## config.mk

```make
export PLATFORM = sky130hd
export DESIGN_NAME = mobius_serial_inv
export DESIGN_NICKNAME = d
export VERILOG_FILES = /design/src/rtl/mobius_serial_inv.sv
export SDC_FILE = /design/constraint.sdc
export NUM_CORES = 1
export LEC_CHECK = 0
export CAP_MARGIN = 20
export CORE_ASPECT_RATIO = 1.2
export CORE_UTILIZATION = 60
export CTS_CLUSTER_DIAMETER = 40
export DETAILED_ROUTE_END_ITERATION = 7
export PLACE_DENSITY = 0.8
export SYNTH_ARGS = -nofsm -noshare
export SYNTH_HDL_FRONTEND = slang
export SYNTH_SLANG_ARGS = --single-unit
```

## constraint.sdc

```tcl
create_clock -name clk -period 4.9 [get_ports clk]
set_input_delay 0.98 -clock clk [delete_from_list [all_inputs] [get_ports clk]]
set_output_delay 0.98 -clock clk [all_outputs]
set_load 0.03 [all_outputs]
```

## src/rtl/mobius_serial_inv.sv

```systemverilog
// Serial-in, parallel-out Mobius (ANF <-> truth table) engine over GF(2).
// Loads N bits one per clock, then applies one butterfly stage per clock.
module mobius_serial_inv #(
   parameter int unsigned N      = 64,
   parameter int unsigned log2_N = 6
) (
   input  logic         clk,
   input  logic         rst_n,
   input  logic         in_valid,
   output logic         in_ready,
   input  logic         in_bit,
   output logic         out_valid,
   input  logic         out_ready,
   output logic [0:N-1] out_data,
   output logic         busy
);

   localparam int unsigned LW = log2_N;
   localparam int unsigned SW = (log2_N > 1) ? $clog2(log2_N) : 1;

   typedef enum logic [1:0] {
      ST_LOAD    = 2'd0,
      ST_COMPUTE = 2'd1,
      ST_DONE    = 2'd2
   } state_e;

   state_e         state_q, state_d;
   logic [0:N-1]   vec_q, vec_d;
   logic [LW-1:0]  load_cnt_q, load_cnt_d;
   logic [SW-1:0]  stage_cnt_q, stage_cnt_d;
   logic           in_ready_q, in_ready_d;
   logic           out_valid_q, out_valid_d;
   logic           busy_q, busy_d;
   logic [0:N-1]   stage_vec;

   // One butterfly stage: the upper element of each pair absorbs the lower.
   // The upper partner of index i is exactly the one with the stage's half bit set.
   always_comb begin
      stage_vec = vec_q;
      for (int s = 0; s < int'(log2_N); s++) begin
         if (stage_cnt_q == SW'(s)) begin
            for (int i = 0; i < int'(N); i++) begin
               if ((i & int'(N >> (s + 1))) != 0) begin
                  stage_vec[i] = vec_q[i] ^ vec_q[i ^ int'(N >> (s + 1))];
               end
            end
         end
      end
   end

   // Next-state, datapath and registered-output decode.
   always_comb begin
      state_d     = state_q;
      vec_d       = vec_q;
      load_cnt_d  = load_cnt_q;
      stage_cnt_d = stage_cnt_q;
      case (state_q)
         ST_LOAD: begin
            if (in_valid && in_ready_q) begin
               vec_d[load_cnt_q] = in_bit;
               if (load_cnt_q == LW'(N - 1)) begin
                  load_cnt_d = '0;
                  state_d    = ST_COMPUTE;
               end else begin
                  load_cnt_d = load_cnt_q + LW'(1);
               end
            end
         end
         ST_COMPUTE: begin
            vec_d = stage_vec;
            if (stage_cnt_q == SW'(log2_N - 1)) begin
               stage_cnt_d = '0;
               state_d     = ST_DONE;
            end else begin
               stage_cnt_d = stage_cnt_q + SW'(1);
            end
         end
         ST_DONE: begin
            if (out_ready) begin
               state_d = ST_LOAD;
            end
         end
         default: begin
            state_d     = ST_LOAD;
            load_cnt_d  = '0;
            stage_cnt_d = '0;
         end
      endcase
      in_ready_d  = (state_d == ST_LOAD);
      out_valid_d = (state_d == ST_DONE);
      busy_d      = (state_d == ST_COMPUTE);
   end

   always_ff @(posedge clk or negedge rst_n) begin
      if (!rst_n) begin
         state_q     <= ST_LOAD;
         vec_q       <= '0;
         load_cnt_q  <= '0;
         stage_cnt_q <= '0;
         in_ready_q  <= 1'b1;
         out_valid_q <= 1'b0;
         busy_q      <= 1'b0;
      end else begin
         state_q     <= state_d;
         vec_q       <= vec_d;
         load_cnt_q  <= load_cnt_d;
         stage_cnt_q <= stage_cnt_d;
         in_ready_q  <= in_ready_d;
         out_valid_q <= out_valid_d;
         busy_q      <= busy_d;
      end
   end

   assign in_ready  = in_ready_q;
   assign out_valid = out_valid_q;
   assign busy      = busy_q;
   assign out_data  = vec_q;

endmodule
```

* After elaboration in Yosys (flattened, before gate mapping)
Index checks and enable logic that the tools add are counted.
** Word-level totals
- Word-level logic and storage cells :: 494
- Memories kept :: 0
- Input port bits :: 5
- Bits in writable memories :: 0
- Output and inout bits :: 67
- ROM bits :: 0
- Register bits :: 78
- Latch bits :: 0
** Cells by class
- Eq/ne operators :: 74
- Add/subtract/negate cells :: 2
- Reduce and logical (&&, ||, !) cells :: 73
- Multipliers :: 0
- Mux-type cells :: 78
- Divide/modulo/power cells :: 0
- Shift operators :: 0
- Magnitude comparators :: 2
- Bitwise operators :: 195
** Operators with widths (count)
- $reduce_and A3 Y1 :: 64
- $xor A1 B1 Y1 :: 192
- $pmux W64 S2 :: 1
- $ne A4 B4 Y1 const B :: 20
- $ne A5 B5 Y1 const B :: 15
- $bwmux W64 :: 1
- $mux W64 :: 1
- $ne A3 B3 Y1 const B :: 15
- $mux W2 :: 20
- $ne A6 B6 Y1 const B :: 6
- $mux W1 :: 33
- $mux W16 :: 2
- $mux W32 :: 1
- $mux W4 :: 8
- $mux W8 :: 4
- $ne A2 B2 Y1 const B :: 7
- $mux W6 :: 2
- $pmux W6 S2 :: 1
- $ge A7 B7 Y1 const B :: 1
- $lt A7 B1 Y1 const B :: 1
- $ne A7 B7 Y1 const B :: 1
- $not A6 Y7 :: 1
- $add A6 B1 Y6 const B :: 1
- $demux W1 S6 :: 1
- 17 further kinds :: 25

* Longest topological paths before layout
- Word-level depth :: 8
- Mapped depth :: 13
- Mapped depth without buffers :: 7

* Least setup slack after synthesis
Ideal clock, no wire load.
- Path type :: register -> register
- Start point :: register stage_cnt_q[2]
- End point :: register vec_q (netlist bit out_data[45])
- Buffers on the path :: 7
- Cell stages (with the launch flop) :: 14
- Setup time :: 0.121 ns
- Path slack :: 2.304 ns
- Arrival :: 2.475 ns
- Data required time :: 4.779 ns
- Cells stage by stage :: dfrtp_1 > buf_6 > buf_6 > buf_4 > buf_2 > inv_1 > ha_1 > buf_2 > buf_2 > buf_2 > nor2_1 > a311oi_1 > nand4_1 > o22a_1
** On the way
- Longest elaborated chain between the ends :: 5
- Elaborated cells on any way between the ends :: 10
** RTL lines
- start, declared :: line 30 : logic [SW-1:0] stage_cnt_q, stage_cnt_d;
- start signal, assigned :: line 107 : stage_cnt_q <= stage_cnt_d;
- $eq A3 B2 Y1 :: line 41 : if (stage_cnt_q == SW'(s)) begin
- $mux W8 :: line 41
- $mux W4 :: line 41
- $mux W1 :: line 41
- $pmux W64 S2 :: line 57 : case (state_q)
- end signal, assigned :: line 105 : vec_q <= vec_d;
- end, declared :: line 28 : logic [0:N-1] vec_q, vec_d;
Several ways; a longest one is shown, not always the timed one. The select of a mux whose other input is x is not followed.
A chain may end at the register's enable or synchronous reset.

* Worst setup path in the final report
- Start point :: register state_q[1]
- End point :: register vec_q (netlist bit out_data[23])
** On the way
- Longest elaborated chain between the ends :: 3
- Elaborated cells on any way between the ends :: 7
** RTL lines
- start, declared :: line 27 : state_e state_q, state_d;
- start signal, assigned :: line 104 : state_q <= state_d;
- $eq A2 B1 Y1 / $logic_not A2 Y1 (equally long branches) :: line 57
- $ne A5 B5 Y1 (no line) (tied with other cells)
- $reduce_and A3 Y1 (no line)
Several ways; a longest one is shown, not always the timed one. The select of a mux whose other input is x is not followed.

==> results_dict.tcl <==
set metrics [dict create \
    pin_count 72 \
    synth_fa_ha_area_share_pct 1.121 \
    clk_pin_slew_worst_paths_ns 0.06 \
    ctsResizeCount 0 \
    synth_edf_count 0 \
    finalCriticalPeriod_ns 3.260 \
    overflow 0 \
    rows 45 \
    grt_pass1_wl_um 46780 \
    yosys.area_share.simple_pct 26.16 \
    start_kind "flop" \
    drc 1 \
    synth_async_sr_flop_share_pct 100.0 \
    root_buffer "clkbuf_16" \
    critical_path.endpoint_type "flop" \
    syn_area_sq_um 7815 \
    antenna_found_initial 0 \
    vias 9004 \
    regArea_sq_um 1953 \
    start_util_pct 61.69 \
    ys_types 84 \
    ys_ff_latch 78 \
    status "finished, violations left" \
    cts.sinks 78 \
    fp.dieW_um 106.2 \
    critPathKind "reg2reg" \
    dp.cells 1147 \
    synthMuxAreaShare_pct 12.20 \
    core-area_sq_um 12670 \
    detail_route.vias_per_cell 7.729 \
    cp_cell_sequence "inv_1 -> ha_4 -> buf_4 -> buf_4 -> a21oi_1 -> a211oi_1 -> mux2_2 -> o21a_1" \
    wire_per_inst_um 26.39 \
    crit_family "buffers and inverters" \
    min_period_over_period_pct 66.53 \
    maxCapViolCount 0 \
    drtIter0Drc 1464 \
    tightest_slew_ns 1.215 \
    globalplace.congestion 1.005 \
    cpMostUsedCell "buf_4" \
    place_area_sq_um 8363 \
    synth_top_family_by_area "compound AO/OA/AOI/OAI gates" \
    synth-main-ff-cell "dfrtp_1" \
    violations "design-rule violations" \
    grt_pass1_vias 8103 \
    crit_path_top_delay_cell "ha_4" \
    critPathMaxFanout 67 \
    diodes 0 \
    htreeDepth 3 \
    final_nets 1008 \
    rsz0062_at_grt "false" \
    synth.avg_cell_area_sq_um 7.878 \
    final-hold-violation-count 0 \
    multiInputGateArea_sq_um 5286 \
    drive_above_1_share_pct 9.491 \
    synth_nets 1004 \
    netlist_instances 992 \
    fmax_mhz 306.8 \
    synth-xor-area-share_pct 0.1121 \
    dr.pass1.iters 8 \
    cts_buffer_depth 2 \
    required_ns 5.14 \
    cpPeakStageDelay_ns 0.64 \
    critPathArrivalTime_ns 3.50 \
    setup_tns_ns 0 \
    numCtsBuffers 9 \
    cts_tree "built" \
    syn2layout_area_growth_pct 11.82 \
    report.power.total_mw 3.714 \
    synth_compound_area_share_pct 27.76 \
    clk_latency_ns 0.35 \
    wirelength_um 30750 \
    maxSlewHeadroom_pct 18.84 \
    instances_no_fill 1165 \
    ys_warn_count 0 \
    hpwl_um 19750 \
    ant_nets 0 \
    fin_area_sq_um 8738 \
    p_per_area_nw_per_um2 425.1 \
    portBuffers 71 \
    irDropWorstVdd_mv 0.2462 \
    setup_viol 0 \
    ctsHoldBuffers 0 \
    slew_viol_final 0 \
    hold_class "in2async" \
    die-area_sq_um 13490 \
    path_buf_inv 3 \
    post_cts_buffers 0 \
    grt_max_degree 79 \
    yosysSeqAreaShare_pct 24.99 \
    nFillCells 1095 \
    die_h_um 127.0 \
    p_leak_nw 3.203 \
    fin_worst_skew_ns 0.006811 \
    grt_usage_pct 45.55 \
]
-- sequential cells by signal, indices dropped and copies added (netlist names) --
name / cells
stage_cnt_q: 3
state_q: 2
busy: 1
load_cnt_q: 6
out_valid: 1
in_ready: 1
out_data: 64
-- synth_stat cells (8+ instances only) --
| master | count | share of area, % |
|---|---|---|
| or3_1 | 19 | 1.5 |
| o2111ai_1 | 8 | 0.90 |
| nand2_1 | 62 | 3.0 |
| and2_1 | 10 | 0.80 |
| nor3b_1 | 8 | 0.77 |
| o31ai_1 | 14 | 1.3 |
| a211o_1 | 9 | 1.0 |
| nor2b_1 | 18 | 1.4 |
| buf_2 | 46 | 2.9 |
| clkbuf_1 | 28 | 1.3 |
| nand2b_1 | 20 | 1.6 |
| a21oi_1 | 83 | 5.3 |
| nand3b_1 | 9 | 0.86 |
| or4_1 | 8 | 0.77 |
| dfrtp_1 | 77 | 25 |
| buf_4 | 10 | 0.96 |
| nor3_1 | 50 | 3.2 |
| nand3_1 | 27 | 1.7 |
| inv_1 | 26 | 1.2 |
| o22ai_1 | 9 | 0.72 |
| o221ai_1 | 14 | 1.6 |
| nand4_1 | 13 | 1.0 |
| mux2_2 | 25 | 3.6 |
| nor2_1 | 66 | 3.2 |
| mux2i_1 | 66 | 8.5 |
| a211oi_1 | 18 | 1.7 |
| or2_2 | 12 | 0.96 |
| o211ai_1 | 11 | 1.1 |
| o21ai_0 | 73 | 4.7 |
-- logic make-up (layout without fill, tap and decap cells) --
family,after synthesis,after routing
AOI/OAI and AO/OA,323,323
DFF,78,78
xor gates and xnor gates,1,1
and+or+nand+nor,369,369
muxes,92,92
adders and majority gates,7,7
buffers and inverters,122,131
-- layout by cell type (no fill, tap or decap), types with 13 or more instances in the layout --
master / count
nor3_1: 50
nand3_1: 27
mux2i_1: 66
inv_1: 25
o221ai_1: 14
nor2b_1: 18
or3_1: 19
a21oi_1: 83
a211oi_1: 18
o31ai_1: 14
dfrtp_1: 77
buf_4: 15
mux2_2: 25
clkdlybuf4s50_1: 70
nand4_1: 13
nor2_1: 65
o21ai_0: 73
nand2_1: 62
nand2b_1: 20
-- metrics by stage --
step | hold slack (ns) | setup WS (ns) | utilization (%)
after detailed placement | 0.5577 | 1.326 | 66.01
after CTS | 0.5661 | 1.685 | 68.60
after floorplan | 0.5798 | 2.304 | -
after global routing | 0.4716 | 1.518 | 68.98
final | 0.4606 | 1.640 | 68.98
after global placement | 0.5389 | 1.396 | 66.01
-- power breakdown --
| group | internal (mW) | switching (mW) |
|---|---|---|
| clock | 0.475 | 0.290 |
| sequential | 0.799 | 0.466 |
| combinational | 0.697 | 0.986 |
| total | 1.97 | 1.74 |
-- final cells by class --
cell class              count  share of cell area (%)
inverters                  28                   1.203
clock buffers              13                   2.978
clock inverters             3                  0.7732
multi-input cells         792                   60.50
repair buffers             87                   9.851
flip-flops and latches     78                   22.35
well taps                 164                   2.348
-- final timing paths --
check / slack (ns) / cells after the start / startpoint / end
worst max-delay path: 1.64 / 8 / state_q[1]$_DFF_PN0_ / out_data[23]$_DFFE_PN0P_
worst min-delay path: 0.46 / 1 / rst_n / out_data[47]$_DFFE_PN0P_
worst max register to register: 1.64 / 8 / state_q[1]$_DFF_PN0_ / out_data[23]$_DFFE_PN0P_
worst min register to register: 0.57 / 2 / out_data[62]$_DFFE_PN0P_ / out_data[62]$_DFFE_PN0P_
max in group asynchronous: 3.79 / 2 / rst_n / in_ready$_DFF_PN1_
min in group clk: 0.57 / 2 / out_data[62]$_DFFE_PN0P_ / out_data[62]$_DFFE_PN0P_
-- per-layer routing --
| metal | up-vias | global-route usage [%] | wire (um) |
|---|---|---|---|
| li1 | 3763 | - | - |
| met1 | 4141 | 58.96 | 10840 |
| met2 | 879 | 66.50 | 13080 |
| met3 | 221 | 13.78 | 4784 |
| met4 | 0 | 27.86 | 2047 |
| met5 | - | 0 | 0 |
No activity file was read; power rests on OpenSTA's default activity.
